[src/rtl/uart_receiver_pkg.sv]
// Shared UART definitions: receiver FSM state encodings, default frame geometry and the parity
// mismatch helper. Imported by uart_receiver and usable by the transmitter side of the link.
package uart_receiver_pkg;

  // FSM state encodings kept as plain 3-bit constants so existing tooling that decodes the state
  // register numerically keeps working.
  localparam logic [2:0] StIdle   = 3'd0;
  localparam logic [2:0] StStart  = 3'd1;
  localparam logic [2:0] StData   = 3'd2;
  localparam logic [2:0] StParity = 3'd3;
  localparam logic [2:0] StStop   = 3'd4;
  localparam logic [2:0] StBreak  = 3'd5;

  localparam int unsigned DefDataBits  = 8;
  localparam int unsigned DefOversample = 16;

  // True when the received parity bit disagrees with the configured sense.
  // data_xor is the XOR reduction of the payload bits.
  function automatic logic parity_mismatch(input logic data_xor, input logic par_bit,
                                           input logic odd);
    return (data_xor ^ par_bit) != odd;
  endfunction

endpackage

[src/rtl/uart_receiver_sync2.sv]
// Two-flop synchronizer for a single asynchronous input.
// Ports:
//   clk   - destination clock
//   reset - asynchronous active-high reset; both flops load RESET_VAL
//   d     - asynchronous input
//   q     - synchronized output (two clk of latency)
module uart_receiver_sync2 #(
  parameter logic RESET_VAL = 1'b1
) (
  input  logic clk,
  input  logic reset,
  input  logic d,
  output logic q
);

  logic meta_q;
  logic sync_q;

  always_ff @(posedge clk or posedge reset) begin
    if (reset) begin
      meta_q <= RESET_VAL;
      sync_q <= RESET_VAL;
    end else begin
      meta_q <= d;
      sync_q <= meta_q;
    end
  end

  assign q = sync_q;

endmodule

[src/rtl/uart_receiver.sv]
// Serial-to-parallel UART receiver. Samples the synchronized line on rx_tick strobes
// (OVERSAMPLE per bit), qualifies the start bit at mid-bit, assembles LSB-first payloads and
// reports parity and framing errors as single-clk pulses.
// Ports:
//   clk           - system clock
//   reset         - asynchronous active-high reset
//   rx_tick       - 1-clk oversampling strobe from the baud generator
//   rx            - serial line, idle high, asynchronous to clk
//   data          - last good payload; held until the next good frame
//   data_valid    - 1-clk pulse when data updates
//   parity_error  - 1-clk pulse alongside data_valid on parity mismatch
//   framing_error - 1-clk pulse when the stop bit is sampled low
//   busy          - high whenever the FSM is not idle
module uart_receiver
  import uart_receiver_pkg::*;
#(
  parameter int unsigned DATA_BITS  = DefDataBits,
  parameter int unsigned OVERSAMPLE = DefOversample,
  parameter bit          PARITY_EN  = 1'b0,
  parameter bit          PARITY_ODD = 1'b0
) (
  input  logic                 clk,
  input  logic                 reset,
  input  logic                 rx_tick,
  input  logic                 rx,
  output logic [DATA_BITS-1:0] data,
  output logic                 data_valid,
  output logic                 parity_error,
  output logic                 framing_error,
  output logic                 busy
);

  localparam int unsigned TickW = $clog2(OVERSAMPLE);
  localparam int unsigned BitW  = $clog2(DATA_BITS + 1);

  localparam logic [TickW-1:0] TickMid  = TickW'(OVERSAMPLE / 2 - 1);
  localparam logic [TickW-1:0] TickLast = TickW'(OVERSAMPLE - 1);
  localparam logic [BitW-1:0]  BitLast  = BitW'(DATA_BITS - 1);

  logic                 rxs;
  logic [2:0]           state_q, state_d;
  logic [TickW-1:0]     tick_cnt_q, tick_cnt_d;
  logic [BitW-1:0]      bit_cnt_q, bit_cnt_d;
  logic [DATA_BITS-1:0] shift_q, shift_d;
  logic                 par_err_q, par_err_d;
  logic [DATA_BITS-1:0] data_q, data_d;
  logic                 data_valid_q, data_valid_d;
  logic                 parity_error_q, parity_error_d;
  logic                 framing_error_q, framing_error_d;

  uart_receiver_sync2 #(
    .RESET_VAL(1'b1)
  ) u_rx_sync (
    .clk  (clk),
    .reset(reset),
    .d    (rx),
    .q    (rxs)
  );

  always_comb begin
    state_d         = state_q;
    tick_cnt_d      = tick_cnt_q;
    bit_cnt_d       = bit_cnt_q;
    shift_d         = shift_q;
    par_err_d       = par_err_q;
    data_d          = data_q;
    data_valid_d    = 1'b0;
    parity_error_d  = 1'b0;
    framing_error_d = 1'b0;

    if (rx_tick) begin
      case (state_q)
        StIdle: begin
          if (!rxs) begin
            state_d    = StStart;
            tick_cnt_d = '0;
            par_err_d  = 1'b0;
          end
        end

        StStart: begin
          if (tick_cnt_q == TickMid) begin
            tick_cnt_d = '0;
            if (!rxs) begin
              state_d   = StData;
              bit_cnt_d = '0;
            end else begin
              // Line went back high before mid start bit: treat as a glitch.
              state_d = StIdle;
            end
          end else begin
            tick_cnt_d = tick_cnt_q + 1'b1;
          end
        end

        StData: begin
          if (tick_cnt_q == TickLast) begin
            shift_d    = {rxs, shift_q[DATA_BITS-1:1]};
            tick_cnt_d = '0;
            bit_cnt_d  = bit_cnt_q + 1'b1;
            if (bit_cnt_q == BitLast) begin
              state_d = PARITY_EN ? StParity : StStop;
            end
          end else begin
            tick_cnt_d = tick_cnt_q + 1'b1;
          end
        end

        StParity: begin
          if (tick_cnt_q == TickLast) begin
            par_err_d  = parity_mismatch(^shift_q, rxs, PARITY_ODD);
            tick_cnt_d = '0;
            state_d    = StStop;
          end else begin
            tick_cnt_d = tick_cnt_q + 1'b1;
          end
        end

        StStop: begin
          if (tick_cnt_q == TickLast) begin
            tick_cnt_d = '0;
            if (rxs) begin
              data_d         = shift_q;
              data_valid_d   = 1'b1;
              parity_error_d = par_err_q;
              state_d        = StIdle;
            end else begin
              framing_error_d = 1'b1;
              state_d         = StBreak;
            end
          end else begin
            tick_cnt_d = tick_cnt_q + 1'b1;
          end
        end

        StBreak: begin
          // Hold off until the line idles so a stuck-low line cannot look like new starts.
          if (rxs) begin
            state_d = StIdle;
          end
        end

        default: begin
          state_d    = StIdle;
          tick_cnt_d = '0;
        end
      endcase
    end
  end

  always_ff @(posedge clk or posedge reset) begin
    if (reset) begin
      state_q         <= StIdle;
      tick_cnt_q      <= '0;
      bit_cnt_q       <= '0;
      shift_q         <= '0;
      par_err_q       <= 1'b0;
      data_q          <= '0;
      data_valid_q    <= 1'b0;
      parity_error_q  <= 1'b0;
      framing_error_q <= 1'b0;
    end else begin
      state_q         <= state_d;
      tick_cnt_q      <= tick_cnt_d;
      bit_cnt_q       <= bit_cnt_d;
      shift_q         <= shift_d;
      par_err_q       <= par_err_d;
      data_q          <= data_d;
      data_valid_q    <= data_valid_d;
      parity_error_q  <= parity_error_d;
      framing_error_q <= framing_error_d;
    end
  end

  assign data          = data_q;
  assign data_valid    = data_valid_q;
  assign parity_error  = parity_error_q;
  assign framing_error = framing_error_q;
  assign busy          = (state_q != StIdle);

endmodule

[config.mk]
export PLATFORM = sky130hd
export DESIGN_NAME = uart_receiver
export DESIGN_NICKNAME = d
export VERILOG_FILES = /design/src/rtl/uart_receiver_pkg.sv /design/src/rtl/uart_receiver_sync2.sv /design/src/rtl/uart_receiver.sv
export SDC_FILE = /design/constraint.sdc
export NUM_CORES = 1
export LEC_CHECK = 0
export ABC_AREA = 1
export BUFFER_PORTS_ARGS = -buffer_cell sky130_fd_sc_hd__clkbuf_2
export CAP_MARGIN = 20
export CORE_ASPECT_RATIO = 1.5
export CORE_MARGIN = 4
export CORE_UTILIZATION = 44
export DETAILED_ROUTE_END_ITERATION = 10
export PLACE_DENSITY = 0.77
export SETUP_SLACK_MARGIN = 0.02
export SLEW_MARGIN = 30
export SYNTH_ARGS = -nofsm -noshare
export SYNTH_HDL_FRONTEND = slang
export SYNTH_SLANG_ARGS = --single-unit
[constraint.sdc]
create_clock -name clk -period 1.5 [get_ports clk]
set_clock_uncertainty 0.05 [all_clocks]
set_input_delay 0.075 -clock clk [delete_from_list [all_inputs] [get_ports clk]]
set_output_delay 0.075 -clock clk [all_outputs]
set_load 0.02 [all_outputs]
==> results of run 1 <==
## worst max path at each step
stage / start / endpoint / slack [ns]
after floorplan: tick_cnt_q[0] / data[0] / 0.01
after global placement: tick_cnt_q[0] / data[3] / -0.005
after detailed placement: tick_cnt_q[0] / data[2] / -0.05
after CTS: tick_cnt_q[0] / bit_cnt_q[2] / -0.03
after global routing: tick_cnt_q[1] / data[0] / -0.17
final: tick_cnt_q[1] / data[4] / -0.09
## state kept, by name, summed over array words and instances, names as in the netlist
register / flops
data: 8
shift_q: 8
bit_cnt_q: 4
tick_cnt_q: 4
state_q: 3
data_valid: 1
framing_error: 1
par_err_q: 1
parity_error: 1
u_rx_sync.meta_q: 1
u_rx_sync.q: 1
## cell families after synthesis
group	Yosys count
AOI/OAI and AO/OA	39
and+or+nand+nor	103
buffers and inverters	28
adders and majority gates	2
DFF	33
xor gates and xnor gates	2
## power breakdown
part	internal, W	switching, W	total (W)
Combinational	0.000454	0.000571	0.00103
Sequential	0.00102	0.000145	0.00117
Clock	0.000321	0.000321	0.000642
## Yosys cell counts
library cell  number
inv_1             23
nand4_1            1
o31ai_1            1
o21ai_1            3
nand3_2            1
nor2_4             1
nor2_2             2
inv_2              3
ha_1               2
nor2_1            14
nand2_1           66
o21ai_0           19
nor3_1             1
nor3_4             1
o21ai_2            9
dfrtp_1           31
xor2_1             2
o22ai_1            1
buf_2              1
buf_6              1
a22oi_1            1
nand2_2            4
dfstp_2            2
a21oi_1            5
nand3_1           12
## critical path: cells and delay by family (launching register included)
kind / cells / cell delay (ns)
buffers and inverters: 2 / 0.21
adder cells (fa/ha/maj): 1 / 0.17
flip-flops: 1 / 0.40
AND/OR/NAND/NOR: 5 / 0.61
AO/OA/AOI/OAI: 1 / 0.04
## repair_timing
item,4_1_cts,5_1_grt
pin swaps,0,15
setup buffers,0,12
endpoints found under the hold margin,32,0
setup endpoints to repair,18,28
hold buffers,2,0
resized for setup,2,65
cloned,0,2
## metal layers
metal	vias to the layer above	GRT usage [%]	part of all wire, %
li1	747	-	-
met3	9	3.27	3.9
met2	29	26.4	55
met1	714	14.7	39
met5	-	0	0
met4	0	8.23	2.3
## per-stage QoR
stage / cell area, sq um / hold slack (ns) / worst slack [ns]
detailed placement: 1830 / 0.114 / -0.0519
floorplan: 1670 / 0.0295 / 0.0131
finish: 2220 / 0.115 / -0.0933
global route: 2220 / 0.130 / -0.173
global placement: 1830 / 0.114 / -0.00463
CTS: 1940 / 0.0709 / -0.0270
## final cells by class
cell class | count | share of cell area [%]
clock buffer | 6 | 3.27
clock inverter | 2 | 0.451
inverter | 26 | 4.85
multi-input combinational | 146 | 39.2
sequential | 33 | 37.5
tap | 43 | 2.42
timing repair buffer | 36 | 11.4
timing repair inverter | 2 | 1.01
==> reports/metrics.csv, run 1 <==
metric;value;unit
p_leak;1.11;nW
synth_top_family_by_area;simple AND/OR/NAND/NOR gates;
gp_congestion;0.878;
nets;256;
min_period;1.59;ns
cts_buffers;5;
outcome;finished with violations;
crit_chain;ha_4, nand2_4, nor2_4, nand2_2, nor3_4, buf_6, inv_8, nand2_2, o21ai_2;
grtUsageTotal;14.6;%
critPathMaxFanout;4;
multi_input_area;870;sq um
synthAdderAreaFrac;1.50;%
layout_commonest_cell;nand2_1;
die_x;58.3;um
worst_slack;-0.0933;ns
max_stage_delay;0.40;ns
cap_violations;0;
drt_wl_total;3.77;mm
postSynthCellCount;207;
finalHoldViolCount;0;
min_path_cells;3;
synthMuxAreaShare;0;%
min_from;rx_tick;
drive_gt1_share;41.0;%
synth_compound_area_share;14.1;%
critPathCaptureType;register;
cts.sink_count;33;
grt_max_degree;34;
hold_end;framing_error;
cts_tree;yes;
synth_top_area_share;46.5;%
grt_pass1_wl;5.46;mm
via_per_inst;5.10;
antenna_found_initial;0;
stdcell_count;294;
pwr_density_cell;1280;nW/um^2
critPathSlowestCell;dfrtp_1;
root_buffer;clkbuf_8;
ant_nets;0;
seq_area_frac_synth;49.7;%
violations;setup timing;
synth_xor_area_share;1.05;%
max_freq;628;MHz
setup_viol;15;
port_buffers;15;
relSlewSlack;72.6;%
crit_type;reg -> reg;
fillerInstances;306;
initial_core_util;45.7;%
ys_seq_elements;33;
num_io_pins;16;
std_cell_rows;27;
post-route-period-util;106;%
worstRegToRegCells;9;
dieHeight;83.4;um
synth_top_area_cell;dfrtp_1;
crit_arrival;1.72;ns
r2r_setup_slack;-0.09;ns
clkLatencyLatePin;0.28;ns
drt-initial-drc-count;51;
post_drt_wl_per_cell;12.8;um
area_growth;33.3;%
grt_pass1_vias;1346;
final.setup.tns;-0.772;ns
vdd_ir_drop_max;0.905;mV
syn_nets;213;
netlist_area;1670;sq um
place_hpwl;2.36;mm
synth.avg_cell_area;8.05;sq um
yosysWarningCount;0;
coreArea;3650;sq um
ys_types;25;
start_kind;register;
r2r_start;tick_cnt_q[1];
p_total;0.00284;W
antenna_cells;0;
placedCellCount;270;
synth-simple-area-share;26.8;%
rr_endpoint;data[4];
final_util;60.9;%
slew_violations;0;
globalRouteOverflowTotal;0;
dieArea;4860;sq um
worst_pin_slew;0.412;ns
layout.area.seq;832;sq um
detailroute.via_count;1499;
h-tree-depth;2;
ys_top_cells_by_area;dfrtp_1 (47%), nand2_1 (15%), o21ai_0 (5.7%);
dr.pass1.iters;4;
rsz0062_at_grt;true;
drc;0;
final_cell_mix;nand2_1 (53), dfrtp_1 (28), inv_1 (19);
cp.required;1.63;ns
min_path_type;in -> reg;
clkTransAtPathRegs;0.07;ns
cts_buffer_depth;2;
path_common_cell;nand2_2;
(Power assumes the default switching activity.)
==> inputs of run 2 (changes only) <==
--- a/config.mk
+++ b/config.mk
@@ -10,9 +10,8 @@
 export CAP_MARGIN = 20
 export CORE_ASPECT_RATIO = 1.5
 export CORE_MARGIN = 4
-export CORE_UTILIZATION = 44
+export CORE_UTILIZATION = 33
 export DETAILED_ROUTE_END_ITERATION = 10
-export PLACE_DENSITY = 0.77
 export SETUP_SLACK_MARGIN = 0.02
 export SLEW_MARGIN = 30
 export SYNTH_ARGS = -nofsm -noshare
==> run 2 against run 1 <==
The flow still finishes with violations (setup timing). Sequential power shrank 3%. Non-clock buffer count down 4. Die area is 29% higher. Via count shrank 5.3%. Core utilization fell by 18 points. Largest cell class is now flip-flops and latches.
==> reports/metrics.csv, run 2 (synthesis results as in run 1) <==
metric;value;unit;change
outcome;finished with violations;;
violations;setup timing;;
cts_buffers;5;;unchanged
layout_commonest_cell;nand2_1;;
min_path_type;in -> reg;;
grt_pass1_vias;1305;;-3.0%
critPathMaxFanout;17;;+13
num_io_pins;16;;unchanged
crit_type;reg -> reg;;
final.setup.tns;-0.411;ns;+0.361 ns
grtUsageTotal;12.0;%;-2.6 points
antenna_cells;0;;unchanged
stdcell_count;311;;+5.8%
dieArea;6270;sq um;+29%
worst_pin_slew;0.474;ns;+0.0619 ns
max_freq;644;MHz;+2.7%
grt_pass1_wl;5.70;mm;+4.3%
globalRouteOverflowTotal;0;;unchanged
dr.pass1.iters;4;;unchanged
nets;250;;-2.3%
area_growth;25.3;%;
whs;0.101;ns;-0.0138 ns
antenna_found_initial;0;;unchanged
drt-initial-drc-count;48;;-5.9%
critPathCaptureType;register;;
clkTransAtPathRegs;0.07;ns;about the same
cap_violations;0;;unchanged
initial_core_util;34.4;%;-11 points
post-route-period-util;103;%;-2.8 points
use_met1;12.3;%;-2.4 points
worstRegToRegCells;8;;-1
final_cell_mix;nand2_1 (63), dfrtp_1 (29), inv_1 (22);;
p_leak;1.06;nW;-4.3%
dp_slack;-0.0507;ns;+0.00123 ns
h-tree-depth;2;;unchanged
vdd_ir_drop_max;0.800;mV;-12%
die_x;66.0;um;+13%
cts.sink_count;33;;unchanged
r2r_setup_slack;-0.05;ns;+0.04 ns
pwr_density_cell;1310;nW/um^2;+2.2%
setup_viol;11;;-4
min_path_cells;3;;unchanged
gr-usage-met2;22.3;%;-4.1 points
drive_gt1_share;29.8;%;-11 points
drt_wl_total;3.41;mm;-9.6%
rsz0062_at_grt;true;;
grt_max_degree;18;;-47%
port_buffers;15;;unchanged
clkLatencyLatePin;0.29;ns;about the same
detailroute.via_count;1419;;-5.3%
relSlewSlack;68.4;%;-4.2 points
dieHeight;95.0;um;+14%
min_from;rx_tick;;
post_drt_wl_per_cell;11.0;um;-15%
cts_tree;yes;;
worst_slack;-0.0519;ns;+0.0414 ns
drc;0;;unchanged
slew_violations;0;;unchanged
placedCellCount;295;;+9.3%
ant_nets;0;;unchanged
rr_endpoint;data[7];;
coreArea;4850;sq um;+33%
root_buffer;clkbuf_8;;
via_per_inst;4.56;;-11%
finalHoldViolCount;0;;unchanged
fillerInstances;495;;+62%
min_period;1.55;ns;-0.0414 ns
std_cell_rows;31;;+15%
crit_arrival;1.68;ns;-0.04 ns
hold_end;data_valid;;
cts_buffer_depth;2;;unchanged
start_kind;register;;
place_hpwl;2.50;mm;+5.9%
busiest_layer;met2;;
cp.required;1.63;ns;about the same
r2r_start;tick_cnt_q[0];;
gp_congestion;0.781;;-11%
use_met3;2.83;%;-0.44 points
-- run 2: cell types whose count changed in the layout (fill, tap and decap cells not counted), moves of 3 or more --
cell	previous run	this run
nand2_1	53	63
nand2_2	13	7
buf_6	4	0
nand2_4	4	0
inv_1	19	22
o21ai_0	10	13
-- run 2: worst max-delay path: stages (launching register included) --
cell and delay (ns):
dfrtp_1 0.37, ha_2 0.21, nand2_2 0.08, nor2_4 0.18, nand2_2 0.10, nor3_4 0.17, inv_4 0.13, nand2_1 0.10
o21ai_2 0.05
-- run 2: how the worst max path moves through the flow --
stage	from	endpoint	slack, ns
final	tick_cnt_q[0]	data[7]	-0.05
after global routing	tick_cnt_q[0]	data[7]	-0.15
after CTS	tick_cnt_q[0]	shift_q[0]	-0.03
after detailed placement	tick_cnt_q[1]	data[1]	-0.05
after global placement	tick_cnt_q[1]	data[7]	-0.002
after floorplan	tick_cnt_q[0]	data[0]	0.01
-- run 2: cell type report --
cell class,instances,area [sq um],area share [%]
sequential,33,831,39.8
multi-input combinational,146,766,36.7
timing repair buffer,32,208,9.95
inverter,26,100,4.79
clock buffer,7,96.3,4.61
tap,66,82.6,3.95
clock inverter,1,5.00,0.240
-- run 2: where the power goes --
part           switching (W)  internal (W)
sequential          0.000106       0.00102
combinational       0.000487      0.000372
clock               0.000325      0.000415
-- run 2: per-layer routing --
metal | share of wire (%) | wire length, um
met1 | 41 | 1410
met3 | 2.8 | 96
met2 | 54 | 1830
met4 | 2.3 | 78
met5 | 0 | 0
-- run 2: timing repair --
action,in CTS,in global routing
gates resized for setup,3,17
pin swaps,0,2
endpoints found under the hold margin,10,0
endpoints found under the setup margin,21,30
hold buffers,2,0
buffers inserted,1,5
-- run 2: through the flow --
stage	area, sq um	total power, W	utilization, %
2_1_floorplan	1670	0.00166	-
3_3_place_gp	1880	0.00187	38.7
3_5_place_dp	1880	0.00189	38.7
4_1_cts	2010	0.00267	41.5
5_1_grt	2090	0.00294	43.1
6_report	2090	0.00273	43.1
==> inputs of run 3 (changes only) <==
--- a/config.mk
+++ b/config.mk
@@ -9,10 +9,11 @@
 export BUFFER_PORTS_ARGS = -buffer_cell sky130_fd_sc_hd__clkbuf_2
 export CAP_MARGIN = 20
 export CORE_ASPECT_RATIO = 1.5
-export CORE_MARGIN = 4
 export CORE_UTILIZATION = 33
+export CTS_CLUSTER_DIAMETER = 80
 export DETAILED_ROUTE_END_ITERATION = 10
 export SETUP_SLACK_MARGIN = 0.02
+export SKIP_LAST_GASP = 1
 export SLEW_MARGIN = 30
 export SYNTH_ARGS = -nofsm -noshare
 export SYNTH_HDL_FRONTEND = slang
==> run 3 against run 2 <==
The flow still finishes with violations (setup timing). Largest cell class unchanged. Sequential power about the same. Global-route usage up 2.6 points. Clock-buffer cell count unchanged. Critical path depth unchanged. Sequential share of layout area down 1.7 points. Worst setup slack better by 0.027 ns. Via count up 1.5%. Non-clock buffer count up 4. Clock power about the same.
==> reports/metrics.csv, run 3 (synthesis results as in run 1) <==
metric;value;unit;change
outcome;finished with violations;;
dieHeight;89.0;um;-6.3%
max_freq;656;MHz;+1.8%
vdd_ir_drop_max;0.906;mV;+13%
final_cell_mix;nand2_1 (62), dfrtp_1 (30), inv_1 (20);;
start_kind;register;;
antenna_cells;0;;unchanged
globalRouteOverflowTotal;0;;unchanged
initial_core_util;34.4;%;unchanged
max_stage_delay;0.39;ns;+0.02 ns
layout_commonest_cell;nand2_1;;
cts_buffer_depth;2;;unchanged
antenna_found_initial;0;;unchanged
die_x;60.0;um;-9.1%
ant_nets;0;;unchanged
via_per_inst;4.57;;+0.19%
setup_viol;12;;+1
drt_wl_total;3.45;mm;+1.1%
cts.sink_count;33;;unchanged
port_buffers;15;;unchanged
cts_buffers;5;;unchanged
use_met1;15.7;%;+3.4 points
dr.pass1.iters;4;;unchanged
critPathMaxFanout;17;;unchanged
min_from;rx_tick;;
violations;setup timing;;
rsz0062_at_grt;true;;
clkTransAtPathRegs;0.07;ns;about the same
cts_tree;yes;;
drt-initial-drc-count;44;;-8.3%
drc;0;;unchanged
post-route-period-util;102;%;-1.8 points
critPathCaptureType;register;;
worst_pin_slew;0.423;ns;-0.0504 ns
cap_violations;0;;unchanged
grtUsageTotal;14.7;%;+2.6 points
use_met3;3.62;%;+0.79 points
startpoint;tick_cnt_q[1];;
gr-usage-met2;26.2;%;+3.8 points
area_growth;30.6;%;
min_path_cells;3;;unchanged
pwr_density_cell;1320;nW/um^2;+0.81%
clkLatencyLatePin;0.29;ns;about the same
gp_congestion;0.765;;-2.0%
relSlewSlack;71.8;%;+3.4 points
crit_type;reg -> reg;;
critPathSlowestCell;dfrtp_1;;
std_cell_rows;31;;unchanged
min_period;1.52;ns;-0.0273 ns
place_hpwl;2.39;mm;-4.6%
worst_slack;-0.0246;ns;+0.0273 ns
grt_pass1_wl;5.82;mm;+2.2%
cp.required;1.62;ns;about the same
whs;0.0843;ns;-0.0168 ns
h-tree-depth;2;;unchanged
dieArea;5340;sq um;-15%
p_leak;1.10;nW;+3.7%
r2r_start;tick_cnt_q[1];;
grt_pass1_vias;1403;;+7.5%
grt_max_degree;34;;+16
root_buffer;clkbuf_8;;
nets;254;;+1.6%
slew_violations;0;;unchanged
coreArea;4850;sq um;unchanged
num_io_pins;16;;unchanged
crit_arrival;1.65;ns;-0.03 ns
post_drt_wl_per_cell;10.9;um;-0.23%
detailroute.via_count;1440;;+1.5%
fillerInstances;481;;-2.8%
busiest_layer;met2;;
final_util;44.9;%;+1.8 points
min_path_type;in -> reg;;
worstRegToRegCells;8;;unchanged
drive_gt1_share;34.9;%;+5.1 points
finalHoldViolCount;0;;unchanged
crit_chain;ha_4, nand2_4, nor2_4, nand2_2, nor3_4, inv_4, nand2_1, o21ai_2;;
[run 3: cell count changes in the layout (fill, tap and decap cells not counted), sizes merged]
cell  change
buf       +4
[run 3: cell type report]
cell class / count / area [sq um] / area share (%)
clock buffers: 7 / 96.3 / 4.43
clock inverters: 1 / 5.00 / 0.230
inverters: 26 / 100 / 4.60
multi-input cells: 146 / 812 / 37.3
flip-flops and latches: 33 / 830 / 38.1
well taps: 66 / 82.6 / 3.80
repair buffers: 36 / 250 / 11.5
[run 3: metrics by stage]
| stage | instances | setup slack [ns] | area, sq um | power (W) | setup TNS, ns |
|---|---|---|---|---|---|
| finish | 315 | -0.0246 | 2180 | 0.00286 | -0.198 |
| global route | 315 | -0.124 | 2180 | 0.00307 | -1.97 |
| CTS | 310 | -0.0442 | 2080 | 0.00275 | -0.313 |
| detailed placement | 296 | -0.0562 | 1900 | 0.00193 | -0.466 |
| global placement | 296 | -0.0117 | 1900 | 0.00190 | -0.0554 |
| floorplan | 207 | 0.0131 | 1670 | 0.00166 | 0 |
[run 3: worst max-delay path, delay by kind of cell, from the launching register on]
family                     cells  cell delay (ns)
and+or+nand+nor                5             0.60
DFF                            1             0.39
buffers and inverters          1             0.13
AOI/OAI and AO/OA              1             0.05
adders and majority gates      1             0.17
[run 3: where the power goes]
part           switching [W]  internal (W)  total [W]  leakage, nW
sequential          0.000132       0.00102    0.00115        0.434
combinational       0.000530      0.000439   0.000969        0.614
clock               0.000327      0.000415   0.000741       0.0542
total               0.000988       0.00188    0.00286         1.10
[run 3: path summary, 6_finish.rpt]
| kind | slack [ns] | endpoint |
|---|---|---|
| setup reg to reg | -0.02 | data[6] |
| hold / removal | 0.08 | data_valid |
| setup / recovery | -0.02 | data[6] |
| min in group asynchronous | 0.35 | parity_error |
| max in group asynchronous | 0.71 | u_rx_sync.meta_q |
| hold reg to reg | 0.31 | u_rx_sync.q |
[run 3: what timing repair did]
action                                 CTS  global route
setup endpoints to repair               15            28
hold buffers                             2             0
pin swaps                                5             6
gates resized for setup                  9            19
setup buffers                            4             5
gates cloned                             0             0
endpoints found under the hold margin   32             0
[run 3: layer usage]
metal	wire, um	vias to the layer above
met5	0	-
met4	78	0
met3	95	9
met2	1790	21
met1	1480	665
li1	-	745
